### config.mk
export PLATFORM = sky130hd
export DESIGN_NAME = isa_bus_bridge
export DESIGN_NICKNAME = d
export VERILOG_FILES = /design/src/rtl/isa_bus_bridge.sv
export SDC_FILE = /design/constraint.sdc
export NUM_CORES = 1
export LEC_CHECK = 0
export ABC_CLOCK_PERIOD_IN_PS = 2650
export CELL_PAD_IN_SITES_DETAIL_PLACEMENT = 2
export CELL_PAD_IN_SITES_GLOBAL_PLACEMENT = 2
export CORE_MARGIN = 3
export CORE_UTILIZATION = 30
export DETAILED_ROUTE_END_ITERATION = 12
export PLACE_DENSITY_LB_ADDON = 0.1
export SYNTH_ARGS = -nofsm -noshare
export SYNTH_HDL_FRONTEND = slang
export SYNTH_SLANG_ARGS = --single-unit
### constraint.sdc
create_clock -name clk -period 2.65 [get_ports clk]
set_input_delay 0.53 -clock clk [delete_from_list [all_inputs] [get_ports clk]]
set_output_delay 0.53 -clock clk [all_outputs]
set_load 0.005 [all_outputs]
### src/rtl/isa_bus_bridge.sv
// isa_bus_bridge: turns single-cycle CPU bus requests into timed ISA strobe
// cycles (setup / strobe / wait-for-ready / hold) for the CGA card.
// Optional feature macro: ISA_BRIDGE_TIMEOUT_EN. When defined, a strobe held
// low for TIMEOUT cycles is aborted and acked with cpu_timeout=1. When it is
// undefined, the bridge waits for ready indefinitely and cpu_timeout is 0.
`timescale 1ns/1ps
module isa_bus_bridge #(
    parameter int unsigned SETUP_CYCLES  = 2,
    parameter int unsigned STROBE_MIN    = 8,
    parameter int unsigned HOLD_CYCLES   = 2,
    parameter int unsigned TIMEOUT       = 1023,
    parameter logic [7:0]  OPEN_BUS_DATA = 8'hFF
) (
    input  logic        clk,
    input  logic        reset,
    input  logic        cpu_req,
    input  logic [19:0] cpu_addr,
    input  logic [7:0]  cpu_wdata,
    input  logic        cpu_io,
    input  logic        cpu_write,
    output logic        cpu_busy,
    output logic        cpu_ack,
    output logic [7:0]  cpu_rdata,
    output logic        cpu_timeout,
    output logic [19:0] bus_a,
    output logic [7:0]  bus_d,
    output logic        bus_ior_l,
    output logic        bus_iow_l,
    output logic        bus_memr_l,
    output logic        bus_memw_l,
    output logic        bus_aen,
    input  logic [7:0]  bus_in,
    input  logic        bus_dir,
    input  logic        bus_rdy
);

    typedef enum logic [2:0] {
        ST_IDLE   = 3'd0,
        ST_SETUP  = 3'd1,
        ST_STROBE = 3'd2,
        ST_WAIT   = 3'd3,
        ST_HOLD   = 3'd4,
        ST_DONE   = 3'd5
    } state_t;

    localparam logic [3:0] SETUP_LAST  = 4'(SETUP_CYCLES);
    localparam logic [3:0] HOLD_LAST   = 4'(HOLD_CYCLES);
    localparam logic [9:0] STROBE_LAST = 10'(STROBE_MIN);
    localparam logic [9:0] CNT_MAX     = 10'h3FF;

    // Strobe vector order: {ior, iow, memr, memw}, all active low.
    localparam logic [3:0] STRB_NONE = 4'b1111;

    state_t      state_q, state_d;
    logic [3:0]  ph_q, ph_d;          // SETUP / HOLD phase counter
    logic [9:0]  cnt_q, cnt_d;        // saturating strobe-low counter
    logic        io_q, io_d;
    logic        write_q, write_d;
    logic [19:0] bus_a_q, bus_a_d;
    logic [7:0]  bus_d_q, bus_d_d;
    logic [3:0]  strb_l_q, strb_l_d;
    logic        aen_q, aen_d;
    logic        busy_q, busy_d;
    logic        ack_q, ack_d;
    logic [7:0]  rdata_q, rdata_d;
`ifdef ISA_BRIDGE_TIMEOUT_EN
    logic        timeout_q, timeout_d;
`endif

    logic        rdy_meta_q, rdy_sync_q;
    logic        rdy_s;
    logic [9:0]  cnt_inc_s;
    logic        timeout_hit_s;
    logic [3:0]  strb_sel_s;
    logic [7:0]  read_data_s;

    assign rdy_s = rdy_sync_q;

    // Two-flop synchronizer for the card's asynchronous ready line.
    always_ff @(posedge clk or posedge reset) begin
        if (reset) begin
            rdy_meta_q <= 1'b1;
            rdy_sync_q <= 1'b1;
        end else begin
            rdy_meta_q <= bus_rdy;
            rdy_sync_q <= rdy_meta_q;
        end
    end

    // Helper terms: saturating count, abort condition, strobe select, read data.
    always_comb begin
        cnt_inc_s = (cnt_q == CNT_MAX) ? cnt_q : (cnt_q + 10'd1);
`ifdef ISA_BRIDGE_TIMEOUT_EN
        timeout_hit_s = (cnt_q == 10'(TIMEOUT));
`else
        timeout_hit_s = 1'b0;
`endif
        case ({io_q, write_q})
            2'b10:   strb_sel_s = 4'b0111;   // IO read
            2'b11:   strb_sel_s = 4'b1011;   // IO write
            2'b00:   strb_sel_s = 4'b1101;   // memory read
            2'b01:   strb_sel_s = 4'b1110;   // memory write
            default: strb_sel_s = STRB_NONE;
        endcase
        if (bus_dir) begin
            read_data_s = bus_in;
        end else begin
            read_data_s = OPEN_BUS_DATA;
        end
    end

    // Next-state and next-output logic for the bus cycle sequencer.
    always_comb begin
        state_d  = state_q;
        ph_d     = ph_q;
        cnt_d    = cnt_q;
        io_d     = io_q;
        write_d  = write_q;
        bus_a_d  = bus_a_q;
        bus_d_d  = bus_d_q;
        strb_l_d = strb_l_q;
        aen_d    = aen_q;
        busy_d   = busy_q;
        ack_d    = 1'b0;
        rdata_d  = rdata_q;
`ifdef ISA_BRIDGE_TIMEOUT_EN
        timeout_d = timeout_q;
`endif
        case (state_q)
            ST_IDLE: begin
                if (cpu_req) begin
                    bus_a_d = cpu_addr;
                    bus_d_d = cpu_wdata;
                    io_d    = cpu_io;
                    write_d = cpu_write;
                    aen_d   = 1'b0;
                    busy_d  = 1'b1;
                    ph_d    = 4'd1;
                    state_d = ST_SETUP;
                end else begin
                    state_d = ST_IDLE;
                end
            end
            ST_SETUP: begin
                if (ph_q == SETUP_LAST) begin
                    strb_l_d = strb_sel_s;
                    cnt_d    = 10'd1;
                    state_d  = ST_STROBE;
                end else begin
                    ph_d = ph_q + 4'd1;
                end
            end
            ST_STROBE: begin
                if (timeout_hit_s) begin
                    strb_l_d = STRB_NONE;
                    ph_d     = 4'd1;
                    state_d  = ST_HOLD;
                    if (!write_q) begin
                        rdata_d = OPEN_BUS_DATA;
                    end else begin
                        rdata_d = rdata_q;
                    end
`ifdef ISA_BRIDGE_TIMEOUT_EN
                    timeout_d = 1'b1;
`endif
                end else if (cnt_q == STROBE_LAST) begin
                    cnt_d   = cnt_inc_s;
                    state_d = ST_WAIT;
                end else begin
                    cnt_d = cnt_inc_s;
                end
            end
            ST_WAIT: begin
                // Ready wins over a coincident timeout: the card did answer.
                if (rdy_s) begin
                    strb_l_d = STRB_NONE;
                    ph_d     = 4'd1;
                    state_d  = ST_HOLD;
                    if (!write_q) begin
                        rdata_d = read_data_s;
                    end else begin
                        rdata_d = rdata_q;
                    end
`ifdef ISA_BRIDGE_TIMEOUT_EN
                    timeout_d = 1'b0;
`endif
                end else if (timeout_hit_s) begin
                    strb_l_d = STRB_NONE;
                    ph_d     = 4'd1;
                    state_d  = ST_HOLD;
                    if (!write_q) begin
                        rdata_d = OPEN_BUS_DATA;
                    end else begin
                        rdata_d = rdata_q;
                    end
`ifdef ISA_BRIDGE_TIMEOUT_EN
                    timeout_d = 1'b1;
`endif
                end else begin
                    cnt_d = cnt_inc_s;
                end
            end
            ST_HOLD: begin
                if (ph_q == HOLD_LAST) begin
                    ack_d   = 1'b1;
                    aen_d   = 1'b1;
                    state_d = ST_DONE;
                end else begin
                    ph_d = ph_q + 4'd1;
                end
            end
            ST_DONE: begin
                busy_d  = 1'b0;
                state_d = ST_IDLE;
            end
            default: begin
                strb_l_d = STRB_NONE;
                aen_d    = 1'b1;
                busy_d   = 1'b0;
                state_d  = ST_IDLE;
            end
        endcase
    end

    // State and registered-output flops; reset releases the bus at once.
    always_ff @(posedge clk or posedge reset) begin
        if (reset) begin
            state_q  <= ST_IDLE;
            ph_q     <= 4'd0;
            cnt_q    <= 10'd0;
            io_q     <= 1'b0;
            write_q  <= 1'b0;
            bus_a_q  <= 20'd0;
            bus_d_q  <= 8'd0;
            strb_l_q <= STRB_NONE;
            aen_q    <= 1'b1;
            busy_q   <= 1'b0;
            ack_q    <= 1'b0;
            rdata_q  <= 8'd0;
`ifdef ISA_BRIDGE_TIMEOUT_EN
            timeout_q <= 1'b0;
`endif
        end else begin
            state_q  <= state_d;
            ph_q     <= ph_d;
            cnt_q    <= cnt_d;
            io_q     <= io_d;
            write_q  <= write_d;
            bus_a_q  <= bus_a_d;
            bus_d_q  <= bus_d_d;
            strb_l_q <= strb_l_d;
            aen_q    <= aen_d;
            busy_q   <= busy_d;
            ack_q    <= ack_d;
            rdata_q  <= rdata_d;
`ifdef ISA_BRIDGE_TIMEOUT_EN
            timeout_q <= timeout_d;
`endif
        end
    end

    assign cpu_busy   = busy_q;
    assign cpu_ack    = ack_q;
    assign cpu_rdata  = rdata_q;
`ifdef ISA_BRIDGE_TIMEOUT_EN
    assign cpu_timeout = timeout_q;
`else
    assign cpu_timeout = 1'b0;
`endif
    assign bus_a      = bus_a_q;
    assign bus_d      = bus_d_q;
    assign bus_ior_l  = strb_l_q[3];
    assign bus_iow_l  = strb_l_q[2];
    assign bus_memr_l = strb_l_q[1];
    assign bus_memw_l = strb_l_q[0];
    assign bus_aen    = aen_q;

endmodule

After elaboration in Yosys (flattened, before gate mapping). Cells that the tools add are included.

Register bits: 64. Latch bits: 0. Memory bits (writable): 0. ROM bits: 0. Output and inout bits: 44. Memories kept: 0.

Add/subtract/negate cells: 2. Multipliers: 0. Divide/modulo/power cells: 0. Order comparisons: 0. Eq/ne operators: 18. Shift-type cells: 0. Muxes and demuxes: 26. Bitwise operators: 4. Reductions and logical operators: 16.

Operator list (count): 2-to-1 mux 10 bit (3); one-hot mux 10 bit (3 select lines) (1); one-hot mux 4 bit (3 select lines) (2); 2-to-1 mux 4 bit (5); one-hot mux 4 bit (4 select lines) (1); one-hot mux 3 bit (5 select lines) (1); inequality test 2 bit (second input constant) (7); 2-to-1 mux 3 bit (4); AND reduction 3 bit (4); OR reduction 4 bit (3); adder 10 x 1 -> 10 bit (second input constant) (1); equality test 10 bit (second input constant) (1); equality test 10 x 4 -> 1 bit (second input constant) (1); 2-to-1 mux 8 bit (1); AND reduction 4 bit (2); equality test 3 x 2 -> 1 bit (second input constant) (2); equality test 3 bit (second input constant) (2); 2-to-1 mux 1 bit (6); nonzero test 3 bit (2); adder 4 x 1 -> 4 bit (second input constant) (1); equality test 2 bit (second input constant) (2); equality test 4 x 2 -> 1 bit (second input constant) (1); inverter 1 bit (4); AND reduction 2 bit (2); other kinds (7) (7).

Logic depth before layout (Yosys ltp).
Depth in word-level cells: 4. Mapped depth: 6. Depth with buffers taken out: 6.

Worst setup path after synthesis. OpenSTA, ideal clock, no wires.

Path type: reg-to-reg. Start: reg ph_q[0]. End: reg cnt_q[9]. Setup time: 0.124 ns. Arrival time: 1.520 ns. Slack: 1.006 ns. Cell stages (with the launch flop): 7. Clock period less this slack: 1.644 ns. Cells stage by stage: dfrtp_1 -> inv_1 -> ha_1 -> nor3b_2 -> a22oi_1 -> nand2b_4 -> a211o_1.

Longest elaborated chain between the ends: 3.

RTL lines: start, declared (line 55) `logic [3:0] ph_q, ph_d;`; start signal, assigned (line 245) `ph_q <= ph_d;`; equality test 4 x 2 -> 1 bit (line 145) `if (ph_q == SETUP_LAST) begin`; inequality test 2 bit (no source line); AND reduction 3 bit (no source line); end signal, assigned (line 246) `cnt_q <= cnt_d;`; end, declared (line 56) `logic [9:0] cnt_q, cnt_d;`.

No other way between the ends. A chain may end at the register's enable or synchronous reset.

Final worst setup path.
Start: in cpu_req. End: reg ph_q[2].

Longest elaborated chain between the ends: 2.

RTL lines: start, declared (line 16) `input logic cpu_req,`; inequality test 2 bit (no source line); AND reduction 4 bit (no source line).

No other way between the ends.

==> results_dict.tcl <==
set metrics [dict create \
    final_hold_viol_count 0 \
    drcViolationCount 0 \
    vias 2263 \
    chipWidth_um 105 \
    worst_ep_required_time_ns 2.88 \
    postSynth.asyncResetShare 1.00 \
    hold_path_class "reg2reg" \
    detailed_place.area_mm2 0.00390 \
    cts-hold-fix-buffers 0 \
    grt_use_total 0.150 \
    power.switching_uw 1370 \
    cts_setup_buffers 0 \
    clock_sinks 64 \
    fp-row-count 35 \
    synth_seq_area_share 0.551 \
    finClkSkew_ns 0.0106 \
    clock_tree.htree_level_count 3 \
    power.share.sequential 0.380 \
    critPathArrivalTime_ns 2.21 \
    route.antenna.remaining_nets 0 \
    highest_layer "met4" \
    wl_per_cell_um 16.4 \
    number_of_optimization_iterations_in_the_first_detailed_route_pass 4 \
    outcome "finished, final reports clean" \
    largest_net_degree_at_the_start_of_global_routing 65 \
    unrepaired_setup_endpoints_after_global_routing "no" \
    timing.final.crit_period_ns 1.98 \
    highest_net_fanout_along_the_worst_path 32 \
    final_cell_area_mm2 0.00413 \
    placeableCoreArea_mm2 0.00937 \
    yosysWarnings 0 \
    die_area_mm2 0.0110 \
    netlist_area_mm2 0.00292 \
    netlist-cell-type-count 48 \
    antenna_cells_inserted 0 \
    layout.area.seq_mm2 0.00161 \
    holdPathStages 0 \
    numPortBuffers 85 \
    power.switching_fraction 0.311 \
    synth-edff-count 0 \
    post-dp-hpwl_um 5450 \
    weighted_congestion_reported_at_the_end_of_routability_driven_placement 0.701 \
    grt_first_pass_wirelength_um 13000 \
    met2RoutedLength_um 3770 \
    max-cap-violations 0 \
    final_setup_vio_count 0 \
    route.layer.met1.wl_um 3170 \
    final_layout_size_suffix_gt1_frac 0.215 \
    pwr_density_cell_mw_per_mm2 1070 \
    initial_utilization 0.312 \
    synth_largest_area_cell "sky130_fd_sc_hd__dfrtp_1" \
    power.share.combinational 0.400 \
    drt_first_iter_violations 71 \
    syn-num-nets 292 \
    numCtsBuffers 9 \
    final.fill_count 1003 \
    netlist_top_cells_area "sky130_fd_sc_hd__dfrtp_1 49%, sky130_fd_sc_hd__mux2_2 13%, sky130_fd_sc_hd__dfstp_2 6.3%" \
    clock_latency_ns 0.35 \
    cts_resized 0 \
    synth_commonest_cells "57 x sky130_fd_sc_hd__dfrtp_1, 34 x sky130_fd_sc_hd__mux2_2, 17 x sky130_fd_sc_hd__inv_1, 15 x sky130_fd_sc_hd__nor2_1, 14 x sky130_fd_sc_hd__nand2_1" \
    grt_pass1_vias 2516 \
    vdd_drop_max_uv 370 \
    num_io_pins 87 \
    multi_input_comb_area_mm2 0.00116 \
    r2r_cells 5 \
    worst-setup-path-type "in2reg" \
    synth_most_common_cell "sky130_fd_sc_hd__dfrtp_1" \
    end_kind "register" \
    gate_count_of_the_mapped_netlist 245 \
    grt_antenna_before_repair 0 \
    clock.fmax_mhz 506 \
    worst_setup_path_start_kind "input pin" \
    p_clk_frac 0.220 \
    post_synth.cell_area_avg_um2 11.9 \
    wl_met3_um 687 \
    areaGrowthSynthToFinish_pct 41.1 \
    finalWirelength_um 7710 \
    grt_overflow_total 0 \
    final_min_period_over_clock_period 0.746 \
    tritoncts "done" \
    final_max_slew_viol_count 0 \
    synth-main-ff-cell "sky130_fd_sc_hd__dfrtp_1" \
    die-height_um 105 \
    clockRootBuffer "sky130_fd_sc_hd__clkbuf_8" \
    ys_ff_latch 64 \
    drt-vias-per-instance 4.83 \
    intPower_uw 3040 \
    synth_top_area_frac 0.488 \
    layout.nets 382 \
    timing.setup.tns_ns 0 \
    ctsLongestPathBuffers 2 \
    power.leakage_uw 0.00172 \
    cts.reportedPaths.clkPinSlew_ns 0.08 \
]
==> critical path, stage by stage <==
cell and delay (ns):
sky130_fd_sc_hd__clkdlybuf4s50_1 0.52, sky130_fd_sc_hd__nor2b_1 0.20, sky130_fd_sc_hd__and2_4 0.44, sky130_fd_sc_hd__nor3_1 0.15, sky130_fd_sc_hd__a221o_1 0.36
==> power groups by stage <==
stage          combinational [uW]  clock, uW  sequential [uW]
2_1_floorplan                 928          0             1640
3_3_place_gp                 1760          0             1670
3_5_place_dp                 1790          0             1690
4_1_cts                      1810       1020             1690
5_1_grt                      1950       1050             1750
6_report                     1760        969             1670
==> layer usage <==
metal,vias to the layer above,GRT usage
li1,1051,-
met1,1155,0.169
met2,51,0.250
met3,6,0.0760
met4,0,0.0422
met5,-,0
==> area by class of cell <==
class | instances | share of cell area
Clock inverter | 6 | 0.0221
Multi-Input combinational cell | 153 | 0.281
Timing Repair Buffer | 90 | 0.218
Sequential cell | 64 | 0.390
Tap cell | 129 | 0.0391
Clock buffer | 10 | 0.0334
Inverter | 17 | 0.0155
==> per-stage QoR <==
stage | power, uW | setup WS [ns] | utilization | hold WS [ns] | instances
finish | 4400 | 0.674 | 0.440 | 0.353 | 469
global route | 4750 | 0.512 | 0.440 | 0.359 | 469
CTS | 4510 | 0.643 | 0.440 | 0.352 | 469
detailed placement | 3490 | 0.279 | 0.416 | 0.351 | 453
global placement | 3430 | 0.320 | 0.416 | 0.346 | 453
floorplan | 2570 | 0.533 | - | 0.345 | 245
==> placed cells by master, fill, tap and decap left out, types with 3 or more instances in the layout <==
cell,Yosys,final
sky130_fd_sc_hd__buf_4,2,4
sky130_fd_sc_hd__clkdlybuf4s50_1,0,85
sky130_fd_sc_hd__a21oi_1,3,3
sky130_fd_sc_hd__a31oi_1,9,9
sky130_fd_sc_hd__nand3_1,8,8
sky130_fd_sc_hd__nor2b_1,4,4
sky130_fd_sc_hd__nor2_1,15,15
sky130_fd_sc_hd__o22a_1,3,3
sky130_fd_sc_hd__mux2_2,34,34
sky130_fd_sc_hd__dfstp_2,7,7
sky130_fd_sc_hd__inv_1,17,16
sky130_fd_sc_hd__clkbuf_8,0,10
sky130_fd_sc_hd__and3_1,3,3
sky130_fd_sc_hd__nor3_1,5,5
sky130_fd_sc_hd__ha_1,4,4
sky130_fd_sc_hd__dfrtp_1,57,57
sky130_fd_sc_hd__o21ai_0,10,10
sky130_fd_sc_hd__mux2i_1,3,3
sky130_fd_sc_hd__nand2_1,14,14
==> final timing paths <==
path                          endpoint  slack [ns]  startpoint
min in group asynchronous     bus_a[6]        0.54       reset
setup / recovery               ph_q[2]        0.67     cpu_req
max in group asynchronous  strb_l_q[1]        1.73       reset
hold reg to reg                  rdy_s        0.35  rdy_meta_q
hold / removal                   rdy_s        0.35  rdy_meta_q
setup reg to reg               ph_q[2]        0.71  state_q[1]
==> registers in the layout, indices dropped and copies added (netlist names) <==
signal and cells:
bus_a 20, cnt_q 10, bus_d 8, cpu_rdata 8, ph_q 4, strb_l_q 4, state_q 3, bus_aen 1
cpu_ack 1, cpu_busy 1, io_q 1, rdy_meta_q 1, rdy_s 1, write_q 1
==> logic make-up after synthesis <==
group           Yosys count  share of synthesized area
other cells               1                    0.00128
simple gates             71                      0.143
compound gates           38                     0.0878
flops                    64                      0.551
buf+inv                  28                     0.0522
fa+ha+maj                 4                     0.0171
mux                      37                      0.141
xor+xnor                  2                    0.00599
Note: power is estimated with default switching activity, not from simulation.
